==> config.mk <==
export PLATFORM = sky130hd
export DESIGN_NAME = axi_graphics_frame_ctrl_flat
export DESIGN_NICKNAME = d
export VERILOG_FILES = /design/src/rtl/axi_graphics_pkg.sv /design/src/rtl/axi_graphics_frame_ctrl_if.sv /design/src/rtl/axi_graphics_axis_reg.sv /design/src/rtl/axi_graphics_frame_ctrl.sv /design/src/flat_wrapper.sv
export SDC_FILE = /design/constraint.sdc
export NUM_CORES = 1
export LEC_CHECK = 0
export BUFFER_PORTS_ARGS = -buffer_cell sky130_fd_sc_hd__buf_2
export CAP_MARGIN = 40
export CORE_MARGIN = 1.5
export CORE_UTILIZATION = 51
export CTS_BUF_LIST = sky130_fd_sc_hd__clkbuf_4 sky130_fd_sc_hd__clkbuf_8
export DETAILED_ROUTE_END_ITERATION = 10
export GPL_ROUTABILITY_DRIVEN = 0
export PLACE_DENSITY = 0.76
export SETUP_SLACK_MARGIN = 0.4
export SLEW_MARGIN = 30
export SYNTH_ARGS = -nofsm -noshare
export SYNTH_HDL_FRONTEND = slang
export SYNTH_SLANG_ARGS = --single-unit
==> constraint.sdc <==
create_clock -name i_axi_clk -period 2.9 [get_ports i_axi_clk]
set_clock_uncertainty 0.15 [all_clocks]
set_input_delay 0.145 -clock i_axi_clk [delete_from_list [all_inputs] [get_ports i_axi_clk]]
set_output_delay 0.145 -clock i_axi_clk [all_outputs]
set_load 0.01 [all_outputs]
==> src/rtl/axi_graphics_pkg.sv <==
// ---------------------------------------------------------------------------
// axi_graphics_pkg
// Shared definitions for the axi_graphics video output path: frame sequencer
// state encoding, default coordinate width and the bit positions the AXI-lite
// register block uses when it reports the live tuser/tlast flags.
// ---------------------------------------------------------------------------
package axi_graphics_pkg;

  // Frame sequencer state encoding (kept as plain constants so the register
  // block can expose the raw state value on a status read).
  localparam logic [1:0] ST_IDLE   = 2'd0;
  localparam logic [1:0] ST_ACTIVE = 2'd1;
  localparam logic [1:0] ST_DRAIN  = 2'd2;

  // Default width of frame dimensions and pixel coordinates.
  localparam int DIM_WIDTH_DEF = 16;

  // Status word bit positions for the output beat flags.
  localparam int STATUS_TUSER_BIT = 0;
  localparam int STATUS_TLAST_BIT = 1;

  // True when both frame dimensions can describe a real frame.
  function automatic logic dims_valid(input logic [DIM_WIDTH_DEF-1:0] w,
                                      input logic [DIM_WIDTH_DEF-1:0] h);
    return (w != '0) && (h != '0);
  endfunction

endpackage

==> src/rtl/axi_graphics_frame_ctrl_if.sv <==
// ---------------------------------------------------------------------------
// axi_graphics_frame_ctrl_if
// Bundles the pixel-source handshake and the AXIS video output of the frame
// sequencer.
//   pix_x/pix_y        coordinate of the pixel being requested
//   pix_valid/ready    source handshake, pix_data is the pixel at (x, y)
//   axis_out_*         AXI4-Stream video output (tuser = SOF, tlast = EOL)
// Modports: master = frame sequencer side, slave = source + downstream sink.
// ---------------------------------------------------------------------------
interface axi_graphics_frame_ctrl_if #(
  parameter int AXIS_DATA_WIDTH = 32,
  parameter int DIM_WIDTH       = 16
);
  logic [DIM_WIDTH-1:0]       pix_x;
  logic [DIM_WIDTH-1:0]       pix_y;
  logic                       pix_valid;
  logic                       pix_ready;
  logic [AXIS_DATA_WIDTH-1:0] pix_data;
  logic                       axis_out_tuser;
  logic                       axis_out_tvalid;
  logic                       axis_out_tready;
  logic                       axis_out_tlast;
  logic [AXIS_DATA_WIDTH-1:0] axis_out_tdata;

  modport master (
    output pix_x, pix_y, pix_ready,
    output axis_out_tuser, axis_out_tvalid, axis_out_tlast, axis_out_tdata,
    input  pix_valid, pix_data, axis_out_tready
  );

  modport slave (
    input  pix_x, pix_y, pix_ready,
    input  axis_out_tuser, axis_out_tvalid, axis_out_tlast, axis_out_tdata,
    output pix_valid, pix_data, axis_out_tready
  );
endinterface

==> src/rtl/axi_graphics_axis_reg.sv <==
// ---------------------------------------------------------------------------
// axi_graphics_axis_reg
// Single-stage AXIS output register carrying tdata/tuser/tlast.
//   clk_i, rst_ni        clock, async active-low reset
//   load_i               capture a new beat (only asserted while ready_o)
//   tdata_i/tuser_i/tlast_i  beat contents to capture
//   tready_i             downstream ready
//   ready_o              slot free or draining this cycle
//   tvalid_o/tdata_o/tuser_o/tlast_o  registered beat
// ---------------------------------------------------------------------------
module axi_graphics_axis_reg #(
  parameter int DATA_WIDTH = 32
) (
  input  logic                  clk_i,
  input  logic                  rst_ni,
  input  logic                  load_i,
  input  logic [DATA_WIDTH-1:0] tdata_i,
  input  logic                  tuser_i,
  input  logic                  tlast_i,
  input  logic                  tready_i,
  output logic                  ready_o,
  output logic                  tvalid_o,
  output logic [DATA_WIDTH-1:0] tdata_o,
  output logic                  tuser_o,
  output logic                  tlast_o
);

  logic                  valid_q, valid_d;
  logic [DATA_WIDTH-1:0] data_q, data_d;
  logic                  user_q, user_d;
  logic                  last_q, last_d;

  // Accepting a new beat in the same cycle the old one leaves keeps full
  // throughput without a skid buffer; the beat is otherwise held stable.
  assign ready_o = !valid_q || tready_i;

  always_comb begin
    valid_d = valid_q;
    data_d  = data_q;
    user_d  = user_q;
    last_d  = last_q;
    if (load_i) begin
      valid_d = 1'b1;
      data_d  = tdata_i;
      user_d  = tuser_i;
      last_d  = tlast_i;
    end else if (tready_i) begin
      valid_d = 1'b0;
    end
  end

  always_ff @(posedge clk_i or negedge rst_ni) begin
    if (!rst_ni) begin
      valid_q <= 1'b0;
      data_q  <= '0;
      user_q  <= 1'b0;
      last_q  <= 1'b0;
    end else begin
      valid_q <= valid_d;
      data_q  <= data_d;
      user_q  <= user_d;
      last_q  <= last_d;
    end
  end

  assign tvalid_o = valid_q;
  assign tdata_o  = data_q;
  assign tuser_o  = user_q;
  assign tlast_o  = last_q;

endmodule

==> src/rtl/axi_graphics_frame_ctrl.sv <==
// ---------------------------------------------------------------------------
// axi_graphics_frame_ctrl
// Frame sequencer feeding the axi_graphics AXIS video output from a generic
// pixel source. Walks (x, y) over a latched width x height frame, marks the
// first pixel with tuser and each line end with tlast, and reports status.
//   i_axi_clk, i_axi_rst   clock, async active-low reset
//   i_enable, i_continuous, i_start   frame start control
//   i_width, i_height      frame geometry, latched at each frame start
//   o_busy, o_frame_done, o_frame_count, o_cfg_error   status
//   bus                    pixel source handshake + AXIS output (master)
// ---------------------------------------------------------------------------
module axi_graphics_frame_ctrl
  import axi_graphics_pkg::*;
#(
  parameter int AXIS_DATA_WIDTH = 32,
  parameter int DIM_WIDTH       = DIM_WIDTH_DEF,
  parameter int FCOUNT_WIDTH    = 32
) (
  input  logic                    i_axi_clk,
  input  logic                    i_axi_rst,
  input  logic                    i_enable,
  input  logic                    i_continuous,
  input  logic                    i_start,
  input  logic [DIM_WIDTH-1:0]    i_width,
  input  logic [DIM_WIDTH-1:0]    i_height,
  output logic                    o_busy,
  output logic                    o_frame_done,
  output logic [FCOUNT_WIDTH-1:0] o_frame_count,
  output logic                    o_cfg_error,
  axi_graphics_frame_ctrl_if.master bus
);

  logic [1:0]              state_q, state_d;
  logic [DIM_WIDTH-1:0]    width_q, width_d;
  logic [DIM_WIDTH-1:0]    height_q, height_d;
  logic [DIM_WIDTH-1:0]    x_q, x_d;
  logic [DIM_WIDTH-1:0]    y_q, y_d;
  logic [FCOUNT_WIDTH-1:0] count_q, count_d;
  logic                    done_q, done_d;
  logic                    cfg_err_q, cfg_err_d;

  logic dims_ok;
  logic slot_ready;
  logic pix_ready;
  logic xfer;
  logic last_x;
  logic last_y;
  logic out_accept;

  assign dims_ok    = (i_width != '0) && (i_height != '0);
  assign pix_ready  = (state_q == ST_ACTIVE) && slot_ready;
  assign xfer       = pix_ready && bus.pix_valid;
  assign last_x     = (x_q == width_q - DIM_WIDTH'(1));
  assign last_y     = (y_q == height_q - DIM_WIDTH'(1));
  assign out_accept = bus.axis_out_tvalid && bus.axis_out_tready;

  always_comb begin
    state_d   = state_q;
    width_d   = width_q;
    height_d  = height_q;
    x_d       = x_q;
    y_d       = y_q;
    count_d   = count_q;
    done_d    = 1'b0;
    cfg_err_d = cfg_err_q;
    case (state_q)
      ST_IDLE: begin
        if (i_enable && (i_start || i_continuous)) begin
          if (dims_ok) begin
            state_d  = ST_ACTIVE;
            width_d  = i_width;
            height_d = i_height;
            x_d      = '0;
            y_d      = '0;
            if (i_start) cfg_err_d = 1'b0;
          end else begin
            cfg_err_d = 1'b1;
          end
        end
      end
      ST_ACTIVE: begin
        if (xfer) begin
          if (last_x) begin
            x_d = '0;
            if (last_y) begin
              y_d     = '0;
              state_d = ST_DRAIN;
            end else begin
              y_d = y_q + DIM_WIDTH'(1);
            end
          end else begin
            x_d = x_q + DIM_WIDTH'(1);
          end
        end
      end
      ST_DRAIN: begin
        // Restarting in the acceptance cycle limits the inter-frame gap to
        // one bubble in continuous mode.
        if (out_accept) begin
          done_d  = 1'b1;
          count_d = count_q + FCOUNT_WIDTH'(1);
          if (i_enable && i_continuous && dims_ok) begin
            state_d  = ST_ACTIVE;
            width_d  = i_width;
            height_d = i_height;
            x_d      = '0;
            y_d      = '0;
          end else begin
            state_d = ST_IDLE;
          end
        end
      end
      default: state_d = ST_IDLE;
    endcase
  end

  always_ff @(posedge i_axi_clk or negedge i_axi_rst) begin
    if (!i_axi_rst) begin
      state_q   <= ST_IDLE;
      width_q   <= '0;
      height_q  <= '0;
      x_q       <= '0;
      y_q       <= '0;
      count_q   <= '0;
      done_q    <= 1'b0;
      cfg_err_q <= 1'b0;
    end else begin
      state_q   <= state_d;
      width_q   <= width_d;
      height_q  <= height_d;
      x_q       <= x_d;
      y_q       <= y_d;
      count_q   <= count_d;
      done_q    <= done_d;
      cfg_err_q <= cfg_err_d;
    end
  end

  axi_graphics_axis_reg #(
    .DATA_WIDTH(AXIS_DATA_WIDTH)
  ) u_out_reg (
    .clk_i    (i_axi_clk),
    .rst_ni   (i_axi_rst),
    .load_i   (xfer),
    .tdata_i  (bus.pix_data),
    .tuser_i  ((x_q == '0) && (y_q == '0)),
    .tlast_i  (last_x),
    .tready_i (bus.axis_out_tready),
    .ready_o  (slot_ready),
    .tvalid_o (bus.axis_out_tvalid),
    .tdata_o  (bus.axis_out_tdata),
    .tuser_o  (bus.axis_out_tuser),
    .tlast_o  (bus.axis_out_tlast)
  );

  assign bus.pix_x     = x_q;
  assign bus.pix_y     = y_q;
  assign bus.pix_ready = pix_ready;

  assign o_busy        = (state_q == ST_ACTIVE) || (state_q == ST_DRAIN);
  assign o_frame_done  = done_q;
  assign o_frame_count = count_q;
  assign o_cfg_error   = cfg_err_q;

endmodule
==> src/flat_wrapper.sv <==
// flat-port wrapper written by rule: the top's interface ports become plain ports
module axi_graphics_frame_ctrl_flat import axi_graphics_pkg::*;
#(
  parameter int AXIS_DATA_WIDTH = 32,
  parameter int DIM_WIDTH       = DIM_WIDTH_DEF,
  parameter int FCOUNT_WIDTH    = 32
)
  (i_axi_clk, i_axi_rst, i_enable, i_continuous, i_start, i_width, i_height, o_busy, o_frame_done, o_frame_count, o_cfg_error, bus_pix_x, bus_pix_y, bus_pix_ready, bus_axis_out_tuser, bus_axis_out_tvalid, bus_axis_out_tlast, bus_axis_out_tdata, bus_pix_valid, bus_pix_data, bus_axis_out_tready);
  axi_graphics_frame_ctrl_if #(.AXIS_DATA_WIDTH(AXIS_DATA_WIDTH), .DIM_WIDTH(DIM_WIDTH)) bus_i ();
  input  logic i_axi_clk;
  input  logic i_axi_rst;
  input  logic i_enable;
  input  logic i_continuous;
  input  logic i_start;
  input  logic [DIM_WIDTH-1:0] i_width;
  input  logic [DIM_WIDTH-1:0] i_height;
  output logic o_busy;
  output logic o_frame_done;
  output logic [FCOUNT_WIDTH-1:0] o_frame_count;
  output logic o_cfg_error;
  output wire logic [$bits(bus_i.pix_x)-1:0] bus_pix_x;
  output wire logic [$bits(bus_i.pix_y)-1:0] bus_pix_y;
  output wire logic [$bits(bus_i.pix_ready)-1:0] bus_pix_ready;
  output wire logic [$bits(bus_i.axis_out_tuser)-1:0] bus_axis_out_tuser;
  output wire logic [$bits(bus_i.axis_out_tvalid)-1:0] bus_axis_out_tvalid;
  output wire logic [$bits(bus_i.axis_out_tlast)-1:0] bus_axis_out_tlast;
  output wire logic [$bits(bus_i.axis_out_tdata)-1:0] bus_axis_out_tdata;
  input wire logic [$bits(bus_i.pix_valid)-1:0] bus_pix_valid;
  input wire logic [$bits(bus_i.pix_data)-1:0] bus_pix_data;
  input wire logic [$bits(bus_i.axis_out_tready)-1:0] bus_axis_out_tready;
  assign bus_pix_x = bus_i.pix_x;
  assign bus_pix_y = bus_i.pix_y;
  assign bus_pix_ready = bus_i.pix_ready;
  assign bus_axis_out_tuser = bus_i.axis_out_tuser;
  assign bus_axis_out_tvalid = bus_i.axis_out_tvalid;
  assign bus_axis_out_tlast = bus_i.axis_out_tlast;
  assign bus_axis_out_tdata = bus_i.axis_out_tdata;
  assign bus_i.pix_valid = bus_pix_valid;
  assign bus_i.pix_data = bus_pix_data;
  assign bus_i.axis_out_tready = bus_axis_out_tready;
  axi_graphics_frame_ctrl #(.AXIS_DATA_WIDTH(AXIS_DATA_WIDTH), .DIM_WIDTH(DIM_WIDTH), .FCOUNT_WIDTH(FCOUNT_WIDTH)) u_core (.i_axi_clk(i_axi_clk), .i_axi_rst(i_axi_rst), .i_enable(i_enable), .i_continuous(i_continuous), .i_start(i_start), .i_width(i_width), .i_height(i_height), .o_busy(o_busy), .o_frame_done(o_frame_done), .o_frame_count(o_frame_count), .o_cfg_error(o_cfg_error), .bus(bus_i));
endmodule
* Yosys cells after proc, flatten, opt, wreduce, memory -nomap -nowiden
Index checks and enable logic that the tools add are counted.
Storage, ports and cells: register bits 135, input port bits 71, output and inout bits 103, logic and storage cells 90
Cells by class: $add $sub $neg 5, equality and inequality tests 12, multiplexer cells 35, reductions and logical operators 26
Operators by type and width (number):
- 16-bit 2-to-1 mux | 17
- 16-bit one-hot mux with 3 select lines | 2
- 16-bit one-hot mux with 2 select lines | 2
- 16-bit by 1-bit adder with 16-bit output, second input constant | 2
- 32-bit by 1-bit adder with 32-bit output, second input constant | 1
- 16-bit equality test | 2
- 16-bit zero test | 2
- 16-bit nonzero test | 2
- 16-bit by 1-bit subtractor with 16-bit output, second input constant | 2
- 2-bit 2-to-1 mux | 6
- 6-bit AND reduction | 2
- 2-bit by 1-bit != test with 1-bit output, second input constant | 5
- 1-bit logical AND | 8
- 1-bit 2-to-1 mux | 7
- 7-bit AND reduction | 1
- 2-bit != test, second input constant | 3
- 2-bit one-hot mux with 3 select lines | 1
- 5-bit AND reduction | 1
- 2-bit nonzero test | 2
- 1-bit logical OR | 3
- 3-bit AND reduction | 1
- 3-bit nonzero test | 1
- 2-bit by 1-bit equality test with 1-bit output, second input constant | 1
- 2-bit equality test, second input constant | 1
- 3 further kinds | 3

* Depth between registers and ports, before layout
depth after elaboration 6, mapped depth 12, mapped depth without buffers 10

* Modules after synthesis
A second synthesis with hierarchy kept.
Unflattened totals: cell total of the unflattened synthesis 715, area total of the unflattened synthesis 7567.3 um2
By module, submodules not included:
- axi_graphics_frame_ctrl | times used 1, cells an instance 640, area an instance 6115.9 um2, sequential area each 2502.4 um2
- axi_graphics_axis_reg | times used 1, cells an instance 75, area an instance 1451.4 um2, sequential area each 875.8 um2

* Least setup slack after synthesis
No wires, ideal clock.
path type register to register, start point register u_core.width_q[0], end point register u_core.y_q[12], in the netlist u_core.bus.pix_y[12], setup time 71 ps, data arrival time 2932 ps, required time 2679 ps, slack -253 ps, cell stages (with the launch flop) 12, path buffers 1, period minus slack after synthesis 3153 ps, cells stage by stage dfrtp_1 inv_1 ha_1 or4b_4 o41a_1 a31oi_2 o2111ai_1 nor4b_2 nand4b_2 buf_6 or3_1 nand4_1
On the way: longest elaborated chain between the ends 4
RTL lines:
- start, declared | line axi_graphics_frame_ctrl.sv:34 | logic [DIM_WIDTH-1:0] width_q, width_d;
- start signal, assigned | line axi_graphics_frame_ctrl.sv:129 | width_q <= width_d;
- 16-bit by 1-bit subtractor with 16-bit output | line axi_graphics_frame_ctrl.sv:53 | assign last_x = (x_q == width_q - DIM_WIDTH'(1));
- 16-bit equality test | line axi_graphics_frame_ctrl.sv:53
- 2-bit != test (no source line)
- 7-bit AND reduction (no source line)
- end signal, assigned | line axi_graphics_frame_ctrl.sv:132 | y_q <= y_d;
- end, declared | line axi_graphics_frame_ctrl.sv:37 | logic [DIM_WIDTH-1:0] y_q, y_d;
Every way passes these cells. A chain may end at the register's enable or synchronous reset.

* Final worst setup path
start point register u_core.width_q[1], end point register u_core.y_q[5], in the netlist u_core.bus.pix_y[5]
The elaborated chain is that of the path after synthesis.

==> flow_summary.rst <==
.. list-table::
   :header-rows: 1

   * - Metric
     - Value
   * - Static Leakage
     - 5.197 nW
   * - Fraction of power consumed by sequential logic
     - between 40% and 50%
   * - Antenna Nets Post-Route
     - 0
   * - Count of distinct cell types in the synthesized netlist
     - 63
   * - Share of synthesized registers carrying an async set or reset
     - 100.0%
   * - Ys Warns
     - 0
   * - Area delta synth->final
     - 43.36%
   * - IR Drop Worst-Case VDD
     - ~370 uV
   * - Normalized max-slew margin
     - roughly 58%
   * - Horizontal die dimension
     - 125.5 um
   * - Maximum capacitance violations
     - 0
   * - Via count of the first global-routing pass
     - about 7.4k
   * - Ports placed on the boundary
     - around 170
   * - DR vias
     - around 7.7k
   * - Wire length of the first global-routing pass
     - about 38000 um
   * - Post-synthesis instance area
     - approximately 7700 um^2
   * - Worst path required time
     - approximately 3.2 ns
   * - Number of enable flip-flop cells after synthesis
     - 0
   * - Gr ovfl total
     - 0
   * - Run status
     - complete, but fails checks
   * - Fraction of final layout cells with drive strength greater than 1
     - 39.29%
   * - Gr usage total
     - around 30%
   * - Share of power burned in combinational logic
     - ~18%
   * - Maximum net fanout on the critical path
     - 12
   * - DRC marker count from the first detailed-route iteration
     - approximately 770
   * - Number of DRC violations after detailed routing
     - 0
   * - Largest net degree at the start of global routing
     - 69
   * - Count of input and output buffers
     - about 170
   * - PnR worst setup slack
     - -0.2829 ns
   * - Maximum clock insertion buffer count
     - 2
   * - Switching power summed over all nets
     - around 1.3 mW
   * - Die height
     - roughly 130 um
   * - Max-slew violation count
     - 0
   * - Number of vias per cell after detailed routing
     - 6.015
   * - Clock tree from TritonCTS
     - done
   * - Path class of the lowest-slack min-delay path
     - in2async
   * - Wire length per cell after detailed routing
     - slightly below 20 um
   * - Power Dens Cells
     - about 410 nW/um^2
   * - Int Power
     - around 3.1 mW
   * - Latest clock arrival within the worst-skew pair
     - between 0.4 and 0.5 ns
   * - Slew of the pin with the lowest slew margin
     - ~0.6 ns
   * - Final std cells w/o fill
     - between 1k and 1.5k
   * - Synthesis-stage register bit count
     - 135
   * - Number of clock sinks
     - 135
   * - Maximum frequency from static timing analysis
     - 314.2 MHz
   * - Number of search-and-repair iterations in the first detailed-routing pass
     - 6
   * - Number of placement rows
     - between 40 and 50
   * - Root buffer selected by CTS
     - clkbuf_8
   * - Part of the Yosys area used for sequential elements
     - between 40% and 50%
   * - DP Wirelength
     - approximately 15000 um
   * - Total wire length after detailed routing
     - between 20000 and 25000 um
   * - Flop2flop setup slack
     - -0.28 ns
   * - Final cell utilization of the core
     - between 70 and 80%
   * - Syn Nets
     - 859
   * - Synth Instances
     - a little under 800
   * - Main flop type after synthesis
     - dfrtp_1
   * - Worst Setup Start Kind
     - flip-flop
   * - Average size of a mapped cell
     - roughly 9.9 um^2
   * - Die Outline Area
     - about 16000 um^2
   * - Antenna violations before repair
     - 1
   * - Violated checks
     - setup timing
   * - Starting density of the core
     - 52.47%
   * - Final critical-path required period
     - ~3.2 ns
   * - Floorplan core area
     - between 10000 and 15000 um^2
   * - Clk pin slew, worst setup/hold paths
     - approximately 0.090 ns
   * - Setup repair after global routing missed its margin
     - yes
   * - Number of nets in the layout
     - 1168
   * - Portion of total power attributed to the clock network
     - a little over a third
   * - Final Hold Viols
     - 0
   * - CTS H-Tree Depth
     - 4
   * - Switching Fraction
     - ~30%
   * - Post-route clock period utilization
     - 109.8%
   * - Cell total after placement
     - roughly 1.2k
   * - Data arrival time of the critical path
     - roughly 3.4 ns
   * - Category of the most critical setup path
     - reg2reg
   * - Clock buffer count from CTS
     - 17
   * - Nature of the critical path endpoint
     - flip-flop
   * - Count of endpoints failing setup in the final report
     - 28
through the flow:
stage,TNS (ns),instance area [um^2],hold WS (ns),power (mW),worst slack [ns]
6_report,-4.102,10970,0.02361,4.465,-0.2829
3_3_place_gp,-1.697,9209,0.1482,2.764,-0.1863
4_1_cts,-1.683,10690,0.001580,4.430,-0.1899
3_5_place_dp,-3.419,9236,-0.1215,2.789,-0.2714
5_1_grt,-7.335,10970,0.01343,4.650,-0.4056
2_1_floorplan,-0.2665,7745,-0.3006,2.443,-0.05440
layout by cell type, fill, tap and decap left out, drive strengths merged, types with 21 or more instances in the layout:
master and count:
mux2 62, nand3 46, dlygate4sd3 69, inv 28, nor2 28, dfrtp 135
xnor2 41, nor4 26, and3 29, a21oi 21, buf 266, nand2 65
nand4 32, xor2 25, o21ai 32
critical path, cell delays in order (launching register included):
cell and delay, ns:
dfrtp_1 0.39, inv_2 0.08, ha_4 0.13, or4b_4 0.47, o41a_1 0.39, a31oi_4 0.22
o2111ai_2 0.17, nor4b_4 0.33, nand4b_4 0.19, buf_12 0.19, or3_1 0.34, nand4_1 0.09
cell usage after synthesis, types with 3 or more instances:
| master | n | area (um^2) |
|---|---|---|
| nand2_1 | 65 | 244.0 |
| nor4_1 | 25 | 156.4 |
| dfrtp_1 | 135 | 3378 |
| xor2_1 | 25 | 219.0 |
| and2_1 | 5 | 31.28 |
| or3_1 | 18 | 112.6 |
| nor3_1 | 7 | 35.03 |
| o211a_1 | 3 | 30.03 |
| a21oi_1 | 21 | 105.1 |
| a211oi_1 | 4 | 30.03 |
| nor2_1 | 28 | 105.1 |
| mux2_2 | 62 | 698.2 |
| inv_1 | 24 | 90.09 |
| o41ai_1 | 3 | 26.28 |
| o31a_1 | 4 | 35.03 |
| nand2b_1 | 9 | 56.30 |
| xnor2_1 | 41 | 359.1 |
| and4_1 | 3 | 26.28 |
| a21o_1 | 4 | 30.03 |
| and3_1 | 29 | 181.4 |
| o22ai_1 | 8 | 50.05 |
| nand4b_1 | 10 | 87.58 |
| nor4b_1 | 6 | 52.55 |
| nor2b_1 | 6 | 37.54 |
| o31ai_1 | 6 | 45.04 |
| mux2i_1 | 4 | 40.04 |
| buf_1 | 3 | 11.26 |
| o21ai_0 | 32 | 160.2 |
| nand3_1 | 46 | 230.2 |
| o2111ai_1 | 4 | 35.03 |
| ha_1 | 11 | 137.6 |
| clkbuf_1 | 37 | 138.9 |
| o211ai_1 | 7 | 52.55 |
| or4_1 | 9 | 67.56 |
| nand4_1 | 32 | 200.2 |
| buf_2 | 5 | 25.02 |
final cells by class:
type,count,area [um^2]
multi-input cells,570,4404
fillers,974,3615
flip-flops and latches,135,3378
repair buffers,337,2484
clock buffers,17,234.0
well taps,184,230.2
clock inverters,13,147.6
inverters,25,93.84
diodes,1,2.502
power groups by stage:
| stage | Combinational [mW] | Clock, mW | Sequential, mW |
|---|---|---|---|
| floorplan | 0.288 | 0 | 2.16 |
| global placement | 0.657 | 0 | 2.11 |
| detailed placement | 0.675 | 0 | 2.11 |
| CTS | 0.762 | 1.59 | 2.08 |
| global route | 0.864 | 1.69 | 2.09 |
| finish | 0.806 | 1.57 | 2.08 |
flip-flops by register name, indices dropped and copies added, names as in the netlist, 2 cells and up:
name	cells
u_core.height_q	16
u_core.bus.pix_x	16
u_core.state_q	2
u_core.bus.pix_y	16
u_core.width_q	16
u_core.o_frame_count	32
u_core.u_out_reg.tdata_o	32
logic make-up after synthesis:
family	after synthesis	synth area share (%)
and+or+nand+nor	310	22.88
DFF	135	44.13
AOI/OAI and AO/OA	117	10.18
buffers and inverters	72	3.808
xor gates and xnor gates	66	7.551
muxes	66	9.644
adders and majority gates	11	1.798
routing by layer:
| layer | wire length, um | share of wire, % | up-vias | track usage [%] |
|---|---|---|---|---|
| li1 | - | - | 3475 | - |
| met1 | 9437 | 38 | 3736 | 35.23 |
| met4 | 892 | 3.6 | 0 | 12.23 |
| met2 | 12860 | 52 | 419 | 52.59 |
| met3 | 1774 | 7.1 | 81 | 6.504 |
| met5 | 0 | 0 | - | 0 |
worst paths after layout:
path                                                       from                                 endpoint  cells after the start
max                               u_core.width_q[1]$_DFFE_PN0P_          u_core.bus.pix_y[5]$_DFFE_PN0P_                     11
min                                                   i_axi_rst  u_core.u_out_reg.tdata_o[6]$_DFFE_PN0P_                      3
max reg2reg                       u_core.width_q[1]$_DFFE_PN0P_          u_core.bus.pix_y[5]$_DFFE_PN0P_                     11
min reg2reg                u_core.o_frame_count[31]$_DFFE_PN0P_     u_core.o_frame_count[31]$_DFFE_PN0P_                      1
max in group asynchronous                             i_axi_rst      u_core.o_frame_count[9]$_DFFE_PN0P_                      4
min in group i_axi_clk                             i_continuous            u_core.state_q[0]$_DFFE_PN0P_                      4
timing repair:
| action | 4_1_cts | 5_1_grt |
|---|---|---|
| pin swaps | 15 | 18 |
| endpoints found under the hold margin | 162 | 0 |
| resized for setup | 48 | 36 |
| hold buffers | 70 | 0 |
| setup buffers | 12 | 7 |
| gates cloned | 3 | 2 |
| setup endpoints to repair | 65 | 66 |
Note: power is estimated with default switching activity, not from simulation.
